$ cat src/rtl/data_mem_arbiter_if.sv
// ----------------------------------------------------------------------------
// data_mem_arbiter_if
//
// Bundles every bus signal around the data memory arbiter: the CPU request
// bundle, the DMA/loader request bundle and the command/return lines to the
// single data_memory instance.
//
// Modports:
//   slave  - the arbiter: takes both request bundles and mem_data_out,
//            drives grants, stall, read returns and the memory command.
//   master - the surrounding system (requesters plus data_memory), the
//            mirror image of slave.
//
// Signals:
//   cpu_req/cpu_we/cpu_addr/cpu_wdata   CPU request bundle
//   cpu_gnt/cpu_stall                   CPU grant and stall
//   cpu_rvalid/cpu_rdata                CPU read return
//   dma_req/dma_we/dma_addr/dma_wdata   DMA request bundle
//   dma_gnt                             DMA grant
//   dma_rvalid/dma_rdata                DMA read return
//   mem_read/mem_write/mem_addr/
//   mem_data_in                         command to data_memory
//   mem_data_out                        data_memory read data (one cycle later)
// ----------------------------------------------------------------------------
interface data_mem_arbiter_if #(
    parameter int ADDR_W = 6,
    parameter int DATA_W = 8
);
    logic              cpu_req;
    logic              cpu_we;
    logic [ADDR_W-1:0] cpu_addr;
    logic [DATA_W-1:0] cpu_wdata;
    logic              cpu_gnt;
    logic              cpu_stall;
    logic              cpu_rvalid;
    logic [DATA_W-1:0] cpu_rdata;

    logic              dma_req;
    logic              dma_we;
    logic [ADDR_W-1:0] dma_addr;
    logic [DATA_W-1:0] dma_wdata;
    logic              dma_gnt;
    logic              dma_rvalid;
    logic [DATA_W-1:0] dma_rdata;

    logic              mem_read;
    logic              mem_write;
    logic [ADDR_W-1:0] mem_addr;
    logic [DATA_W-1:0] mem_data_in;
    logic [DATA_W-1:0] mem_data_out;

    modport slave (
        input  cpu_req, cpu_we, cpu_addr, cpu_wdata,
        output cpu_gnt, cpu_stall, cpu_rvalid, cpu_rdata,
        input  dma_req, dma_we, dma_addr, dma_wdata,
        output dma_gnt, dma_rvalid, dma_rdata,
        output mem_read, mem_write, mem_addr, mem_data_in,
        input  mem_data_out
    );

    modport master (
        output cpu_req, cpu_we, cpu_addr, cpu_wdata,
        input  cpu_gnt, cpu_stall, cpu_rvalid, cpu_rdata,
        output dma_req, dma_we, dma_addr, dma_wdata,
        input  dma_gnt, dma_rvalid, dma_rdata,
        input  mem_read, mem_write, mem_addr, mem_data_in,
        output mem_data_out
    );
endinterface

$ cat src/rtl/data_mem_arbiter.sv
// ----------------------------------------------------------------------------
// data_mem_arbiter
//
// Shares one data_memory between the CPU load/store path and a DMA/loader
// port. One access is granted per cycle. The CPU normally wins contention,
// but once the DMA port has been denied STARVE_LIMIT consecutive cycles it
// wins the next contended cycle. Read data coming back from the memory one
// cycle after the access is steered to the port that issued the read.
//
// Ports:
//   clk    - system clock, all state changes on the rising edge
//   reset  - asynchronous, active-high reset
//   bus    - data_mem_arbiter_if.slave (request bundles, grants, stall,
//            read returns and the memory command/return lines)
//
// Parameters:
//   ADDR_W       - memory address width
//   DATA_W       - memory data width
//   STARVE_LIMIT - denied DMA cycles before DMA wins contention (1..15)
// ----------------------------------------------------------------------------
module data_mem_arbiter #(
    parameter int ADDR_W       = 6,
    parameter int DATA_W       = 8,
    parameter int STARVE_LIMIT = 4
) (
    input  logic                  clk,
    input  logic                  reset,
    data_mem_arbiter_if.slave     bus
);

    localparam logic [3:0] STARVE_MAX = 4'd15;
    localparam logic [3:0] LIMIT      = 4'(STARVE_LIMIT);

    typedef enum logic [1:0] {
        OWNER_NONE = 2'd0,
        OWNER_CPU  = 2'd1,
        OWNER_DMA  = 2'd2
    } owner_t;

    owner_t            rd_owner;
    owner_t            rd_owner_next;
    logic [3:0]        starve_cnt;
    logic [3:0]        starve_next;
    logic              cpu_win;
    logic              dma_win;
    logic              sel_we;
    logic [ADDR_W-1:0] sel_addr;
    logic [DATA_W-1:0] sel_wdata;

    // Grant selection: a lone requester always wins; under contention the
    // CPU wins unless the DMA port has waited long enough.
    always_comb begin
        cpu_win = 1'b0;
        dma_win = 1'b0;
        if (bus.cpu_req && bus.dma_req) begin
            if (starve_cnt >= LIMIT) begin
                dma_win = 1'b1;
            end else begin
                cpu_win = 1'b1;
            end
        end else if (bus.cpu_req) begin
            cpu_win = 1'b1;
        end else if (bus.dma_req) begin
            dma_win = 1'b1;
        end
    end

    assign bus.cpu_gnt   = cpu_win;
    assign bus.dma_gnt   = dma_win;
    assign bus.cpu_stall = bus.cpu_req & ~cpu_win;

    // Forward the winning port's command to the memory; with no winner
    // the memory sees an all-zero, inactive command.
    always_comb begin
        sel_we    = 1'b0;
        sel_addr  = '0;
        sel_wdata = '0;
        if (cpu_win) begin
            sel_we    = bus.cpu_we;
            sel_addr  = bus.cpu_addr;
            sel_wdata = bus.cpu_wdata;
        end else if (dma_win) begin
            sel_we    = bus.dma_we;
            sel_addr  = bus.dma_addr;
            sel_wdata = bus.dma_wdata;
        end
    end

    assign bus.mem_write   = (cpu_win | dma_win) & sel_we;
    assign bus.mem_read    = (cpu_win | dma_win) & ~sel_we;
    assign bus.mem_addr    = sel_addr;
    assign bus.mem_data_in = sel_wdata;

    // The starvation counter only counts an unbroken run of denied DMA
    // requests; a grant or a withdrawn request starts the run over.
    always_comb begin
        starve_next = starve_cnt;
        if (!bus.dma_req || dma_win) begin
            starve_next = 4'd0;
        end else if (starve_cnt != STARVE_MAX) begin
            starve_next = starve_cnt + 4'd1;
        end
    end

    always_ff @(posedge clk or posedge reset) begin
        if (reset) begin
            starve_cnt <= 4'd0;
        end else begin
            starve_cnt <= starve_next;
        end
    end

    // Remember who issued this cycle's read so the memory's registered
    // data can be steered back next cycle. Writes and idle cycles leave
    // nothing to return.
    always_comb begin
        rd_owner_next = OWNER_NONE;
        if (cpu_win && !bus.cpu_we) begin
            rd_owner_next = OWNER_CPU;
        end else if (dma_win && !bus.dma_we) begin
            rd_owner_next = OWNER_DMA;
        end
    end

    always_ff @(posedge clk or posedge reset) begin
        if (reset) begin
            rd_owner <= OWNER_NONE;
        end else begin
            rd_owner <= rd_owner_next;
        end
    end

    // Read returns are gated by the registered owner so a non-owning port
    // always sees zero data, and reset drops any return in flight at once.
    always_comb begin
        bus.cpu_rvalid = 1'b0;
        bus.cpu_rdata  = '0;
        bus.dma_rvalid = 1'b0;
        bus.dma_rdata  = '0;
        if (rd_owner == OWNER_CPU) begin
            bus.cpu_rvalid = 1'b1;
            bus.cpu_rdata  = bus.mem_data_out;
        end else if (rd_owner == OWNER_DMA) begin
            bus.dma_rvalid = 1'b1;
            bus.dma_rdata  = bus.mem_data_out;
        end
    end

endmodule
$ cat src/flat_wrapper.sv
// flat-port wrapper written by rule: the top's interface ports become plain ports
module data_mem_arbiter_flat 
#(
    parameter int ADDR_W       = 6,
    parameter int DATA_W       = 8,
    parameter int STARVE_LIMIT = 4
)
  (clk, reset, bus_cpu_req, bus_cpu_we, bus_cpu_addr, bus_cpu_wdata, bus_cpu_gnt, bus_cpu_stall, bus_cpu_rvalid, bus_cpu_rdata, bus_dma_req, bus_dma_we, bus_dma_addr, bus_dma_wdata, bus_dma_gnt, bus_dma_rvalid, bus_dma_rdata, bus_mem_read, bus_mem_write, bus_mem_addr, bus_mem_data_in, bus_mem_data_out);
  data_mem_arbiter_if #(.ADDR_W(ADDR_W), .DATA_W(DATA_W)) bus_i ();
  input  logic clk;
  input  logic reset;
  input wire logic [$bits(bus_i.cpu_req)-1:0] bus_cpu_req;
  input wire logic [$bits(bus_i.cpu_we)-1:0] bus_cpu_we;
  input wire logic [$bits(bus_i.cpu_addr)-1:0] bus_cpu_addr;
  input wire logic [$bits(bus_i.cpu_wdata)-1:0] bus_cpu_wdata;
  output wire logic [$bits(bus_i.cpu_gnt)-1:0] bus_cpu_gnt;
  output wire logic [$bits(bus_i.cpu_stall)-1:0] bus_cpu_stall;
  output wire logic [$bits(bus_i.cpu_rvalid)-1:0] bus_cpu_rvalid;
  output wire logic [$bits(bus_i.cpu_rdata)-1:0] bus_cpu_rdata;
  input wire logic [$bits(bus_i.dma_req)-1:0] bus_dma_req;
  input wire logic [$bits(bus_i.dma_we)-1:0] bus_dma_we;
  input wire logic [$bits(bus_i.dma_addr)-1:0] bus_dma_addr;
  input wire logic [$bits(bus_i.dma_wdata)-1:0] bus_dma_wdata;
  output wire logic [$bits(bus_i.dma_gnt)-1:0] bus_dma_gnt;
  output wire logic [$bits(bus_i.dma_rvalid)-1:0] bus_dma_rvalid;
  output wire logic [$bits(bus_i.dma_rdata)-1:0] bus_dma_rdata;
  output wire logic [$bits(bus_i.mem_read)-1:0] bus_mem_read;
  output wire logic [$bits(bus_i.mem_write)-1:0] bus_mem_write;
  output wire logic [$bits(bus_i.mem_addr)-1:0] bus_mem_addr;
  output wire logic [$bits(bus_i.mem_data_in)-1:0] bus_mem_data_in;
  input wire logic [$bits(bus_i.mem_data_out)-1:0] bus_mem_data_out;
  assign bus_i.cpu_req = bus_cpu_req;
  assign bus_i.cpu_we = bus_cpu_we;
  assign bus_i.cpu_addr = bus_cpu_addr;
  assign bus_i.cpu_wdata = bus_cpu_wdata;
  assign bus_cpu_gnt = bus_i.cpu_gnt;
  assign bus_cpu_stall = bus_i.cpu_stall;
  assign bus_cpu_rvalid = bus_i.cpu_rvalid;
  assign bus_cpu_rdata = bus_i.cpu_rdata;
  assign bus_i.dma_req = bus_dma_req;
  assign bus_i.dma_we = bus_dma_we;
  assign bus_i.dma_addr = bus_dma_addr;
  assign bus_i.dma_wdata = bus_dma_wdata;
  assign bus_dma_gnt = bus_i.dma_gnt;
  assign bus_dma_rvalid = bus_i.dma_rvalid;
  assign bus_dma_rdata = bus_i.dma_rdata;
  assign bus_mem_read = bus_i.mem_read;
  assign bus_mem_write = bus_i.mem_write;
  assign bus_mem_addr = bus_i.mem_addr;
  assign bus_mem_data_in = bus_i.mem_data_in;
  assign bus_i.mem_data_out = bus_mem_data_out;
  data_mem_arbiter #(.ADDR_W(ADDR_W), .DATA_W(DATA_W), .STARVE_LIMIT(STARVE_LIMIT)) u_core (.clk(clk), .reset(reset), .bus(bus_i));
endmodule
$ cat config.mk
export PLATFORM = sky130hd
export DESIGN_NAME = data_mem_arbiter_flat
export DESIGN_NICKNAME = d
export VERILOG_FILES = /design/src/rtl/data_mem_arbiter_if.sv /design/src/rtl/data_mem_arbiter.sv /design/src/flat_wrapper.sv
export SDC_FILE = /design/constraint.sdc
export NUM_CORES = 1
export LEC_CHECK = 0
export CORE_ASPECT_RATIO = 0.7
export CORE_MARGIN = 1
export CORE_UTILIZATION = 26
export DETAILED_ROUTE_END_ITERATION = 7
export PLACE_DENSITY = 0.8
export SLEW_MARGIN = 20
export SYNTH_ARGS = -nofsm -noshare
export SYNTH_HDL_FRONTEND = slang
export SYNTH_SLANG_ARGS = --single-unit
$ cat constraint.sdc
create_clock -name clk -period 1.6 [get_ports clk]
set_input_delay 0.24 -clock clk [delete_from_list [all_inputs] [get_ports clk]]
set_output_delay 0.24 -clock clk [all_outputs]
set_load 0.1 [all_outputs]
==> results of run 1 <==
==> kinds of logic after synthesis <==
family / Yosys count / share of synthesized area (%)
compound gates: 17 / 16.5
fa+ha+maj: 1 / 1.92
buf+inv: 10 / 9.96
flops: 6 / 23.0
other cells: 1 / 0.574
simple gates: 61 / 48.1
==> Yosys cell counts (all sizes together), types with 2 or more instances <==
library cell | count | area share (%)
buf | 7 | 8.2
nand2b | 2 | 1.9
nor2b | 3 | 2.9
o22ai | 16 | 15
nor2 | 4 | 2.3
nand2 | 31 | 18
clkbuf | 2 | 1.1
and4 | 2 | 2.7
and2 | 16 | 15
dfrtp | 6 | 23
==> through the flow <==
stage | hold WS (ns) | TNS (ns) | worst slack, ns | util (%)
2_1_floorplan | 0.0310 | -4.22 | -0.324 | -
3_3_place_gp | 0.425 | -1.64 | -0.105 | 89.4
3_5_place_dp | 0.437 | -2.34 | -0.135 | 89.4
==> results.cfg, run 1 <==
[yosys]
synth.distinct_cells = 18
syn_inst = 96
synth_edf_count = 0
yosys_warnings = 0
yosysSeqAreaShare_pct = 23.0
syn_area_per_cell_sq_um = 6.80
syn-cell-area_sq_um = 653
async_flop_share_pct = 100
ys_seq_elements = 6
synthFlopType = dfrtp_1
syn-num-nets = 139

[run_status]
stop_stage = clock tree synthesis (4_1_cts)
error = [ERROR DPL-0038] Utilization greater than 100%, impossible to legalize
status = stopped before the end

[floorplanning]
die_x_microns = 61.9
boundaryPins = 79
placementRows = 14
start_util_pct = 28.9
fp.dieH_microns = 43.9

[clock_network]
ctsResizeCount = 34
htree_levels = 1
cts.path.max_buffers = 2
cts_hold_buf = 0
cts-root-buf = clkbuf_4
cts_buffers = 3
post_cts_buffers = 5
cts_num_sinks = 6

[place]
placed_cells = 209
portBuffers = 78
dpl.hpwl_microns = 3120
gp_congestion = 0.717
placed_area_sq_um = 2020
==> run 2: changes to the inputs <==
CORE_AREA = 2 2 63 65   (was not set)
CORE_ASPECT_RATIO = not set   (was 0.7)
CORE_MARGIN = not set   (was 1)
CORE_UTILIZATION = not set   (was 26)
DIE_AREA = 0 0 65 67   (was not set)
PLACE_DENSITY = not set   (was 0.8)
PLACE_DENSITY_LB_ADDON = 0.15   (was not set)
==> run 2 against run 1 <==
  * Synthesized cell count stayed put
  * The flow now finishes, with violations (setup timing)
  * Area after synthesis stayed put
==> results.cfg, run 2 <==
[run_status]
status = complete, but fails checks
violations = setup timing

[cells_and_area]
n_fill_cell = 307
antenna_cells = 0
largestRegisters = u_core.starve_cnt: 4 flops, u_core.rd_owner: 2 flops
layout_common_cells = clkdlybuf4s50_1 (39), buf_12 (37), nand2_1 (31)
largest_reg_flops = 4
fin_util_pct = 59.3
regMostFlops = u_core.starve_cnt
fin_area_sq_um = 2140
layout-drive-gt1-share_pct = 51.9
multi_input_comb_area_sq_um = 612
layout_commonest_cell = clkdlybuf4s50_1
stdcell_count = 231
nets = 228
area.sequential_sq_um = 153
syn_to_final_growth_pct = 228

[yosys]
yosys-top-cells-area = dfrtp_1 (23%), nand2_1 (18%), and2_1 (15%)
synth_compound_area_share_pct = 16.5
synth.distinct_cells = 18
yosys_warnings = 0
synth_top_family_by_area = simple AND/OR/NAND/NOR gates
synth_area_leader_cell = dfrtp_1
syn_inst = 96
synthFlopType = dfrtp_1
synthSimpleGateAreaFrac_pct = 48.1
yosysSeqAreaShare_pct = 23.0
ys_seq_elements = 6
synthAdderAreaFrac_pct = 1.92
synth_commonest_cells = nand2_1 (31), and2_1 (16), o22ai_1 (16)
syn-cell-area_sq_um = 653
synth-xor-area-share_pct = 0
async_flop_share_pct = 100
synth_edf_count = 0
synthMostInstantiatedCell = nand2_1
syn_area_per_cell_sq_um = 6.80
synthMuxAreaShare_pct = 0
yosysTopAreaCellShare_pct = 23.0
syn-num-nets = 139

[route]
wirelength_microns = 3180
wire_per_inst_microns = 13.8
drtPass1Iterations = 3
viasPerCell = 4.42
drc = 0
ant_nets = 0
first_iter_violations = 9
vias = 1021

[clock_network]
insertion_delay_ns = 0.22
cts_num_sinks = 6
cts-root-buf = clkbuf_8
cts_buffers = 3
path_clk_slew_ns = 0.04
cts_tree = built
cts_hold_buf = 0
cts.path.max_buffers = 2
htree_levels = 1

[grt]
grt_max_degree = 21
grt_pass1_vias = 1010
antenna_found_initial = 0
grt-ovfl-total = 0
grt.total_usage_pct = 14.5
grt_pass1_wl_microns = 4890

[worst_setup_path]
crit_slowest_cell = dfrtp_2
crit_cells = 4
cpLargestDelayFamily = flip-flops
required_ns = 1.36
crit_arrival_ns = 1.46
critPathMaxFanout = 6
crit_buf_inv = 2
critPathCaptureType = primary output
worstSetupStartpoint = u_core.starve_cnt[2]$_DFFE_PP0P_
crit_chain = o21a_2 > buf_4 > o22ai_4 > buf_12
critPathKind = reg -> out
worstSetupStartpointType = register
ff2ff_setup_slack_ns = 0.50
cpPeakStageDelay_ns = 0.43
ff2ff_path_depth = 3
r2r-start = u_core.starve_cnt[2]$_DFFE_PP0P_

[power]
p_total_mw = 1.34
max-vdd-ir-drop_v = 0.000319
leakage_nw = 0.911
p_per_area_nw_per_um2 = 625

[floorplanning]
die_x_microns = 65
placementRows = 22
boundaryPins = 79
core_area_sq_um = 3610
start_util_pct = 18.1
fp.dieH_microns = 67
dieArea_sq_um = 4360

[sta]
fmax_mhz = 587
rsz0062_at_grt = true
hold_violations = 0
fin_ws_ns = -0.103
report.final.setup_viol = 18
min_period_ns = 1.70
fin_skew_ns = 0.00247
drv_slew = 0
setup-tns-final_ns = -1.33
hold_ws_ns = 0.246
period_share_pct = 106

[job]
cap_violations = 0

[place]
gp_congestion = 0.687
placed_area_sq_um = 2040
dpl.hpwl_microns = 2680
pre_cts_ws_ns = -0.171
placed_cells = 226
portBuffers = 78

[hold_path]
hp-class = in -> async
## run 2: layout make-up
type                       instances  share of cell area, %
timing repair buffer              93                   59.4
clock buffer                       3                   1.93
multi-input combinational         80                   28.6
tap                               48                   2.81
sequential                         6                   7.13
inverter                           1                  0.175
## run 2: layer usage
layer / vias to the layer above / part of all wire (%) / GRT usage, % / routed length, microns
li1: 498 / - / - / -
met2: 52 / 56 / 28.7 / 1770
met3: 2 / 9.5 / 4.05 / 301
met4: 0 / 0.60 / 3.19 / 19
met1: 469 / 34 / 15.0 / 1080
met5: - / 0 / 0 / 0
## run 2: worst paths after layout
| check | endpoint |
|---|---|
| min in group clk | u_core.starve_cnt[0]$_DFFE_PP0P_ |
| hold reg to reg | u_core.starve_cnt[0]$_DFFE_PP0P_ |
| max in group asynchronous | u_core.starve_cnt[3]$_DFFE_PP0P_ |
| setup reg to reg | u_core.rd_owner[1]$_DFF_PP0_ |
| hold / removal | u_core.rd_owner[0]$_DFF_PP0_ |
| setup / recovery | bus_mem_addr[4] |
## run 2: kinds of logic (layout without fill, tap and decap cells)
| logic type | count (synthesis) | after routing |
|---|---|---|
| other | 1 | 1 |
| flip-flops | 6 | 6 |
| buffers and inverters | 10 | 97 |
| adder cells (fa/ha/maj) | 1 | 1 |
| AO/OA/AOI/OAI | 17 | 17 |
| AND/OR/NAND/NOR | 61 | 61 |
## run 2: report_power, final
part / switching, mW / internal (mW) / leakage (nW) / total, mW
clock network: 0.0579 / 0.161 / 0.0216 / 0.219
registers: 0.00495 / 0.158 / 0.0767 / 0.163
logic: 0.572 / 0.384 / 0.813 / 0.956
total: 0.635 / 0.703 / 0.911 / 1.34
## run 2: repair_timing
item                                    CTS  global route
endpoints found under the setup margin   27            26
endpoints found under the hold margin     0             0
buffers inserted                          1             0
pin swaps                                 1             0
gates cloned                              1             0
resized for setup                        11             3
Note: power is estimated with default switching activity, not from simulation.
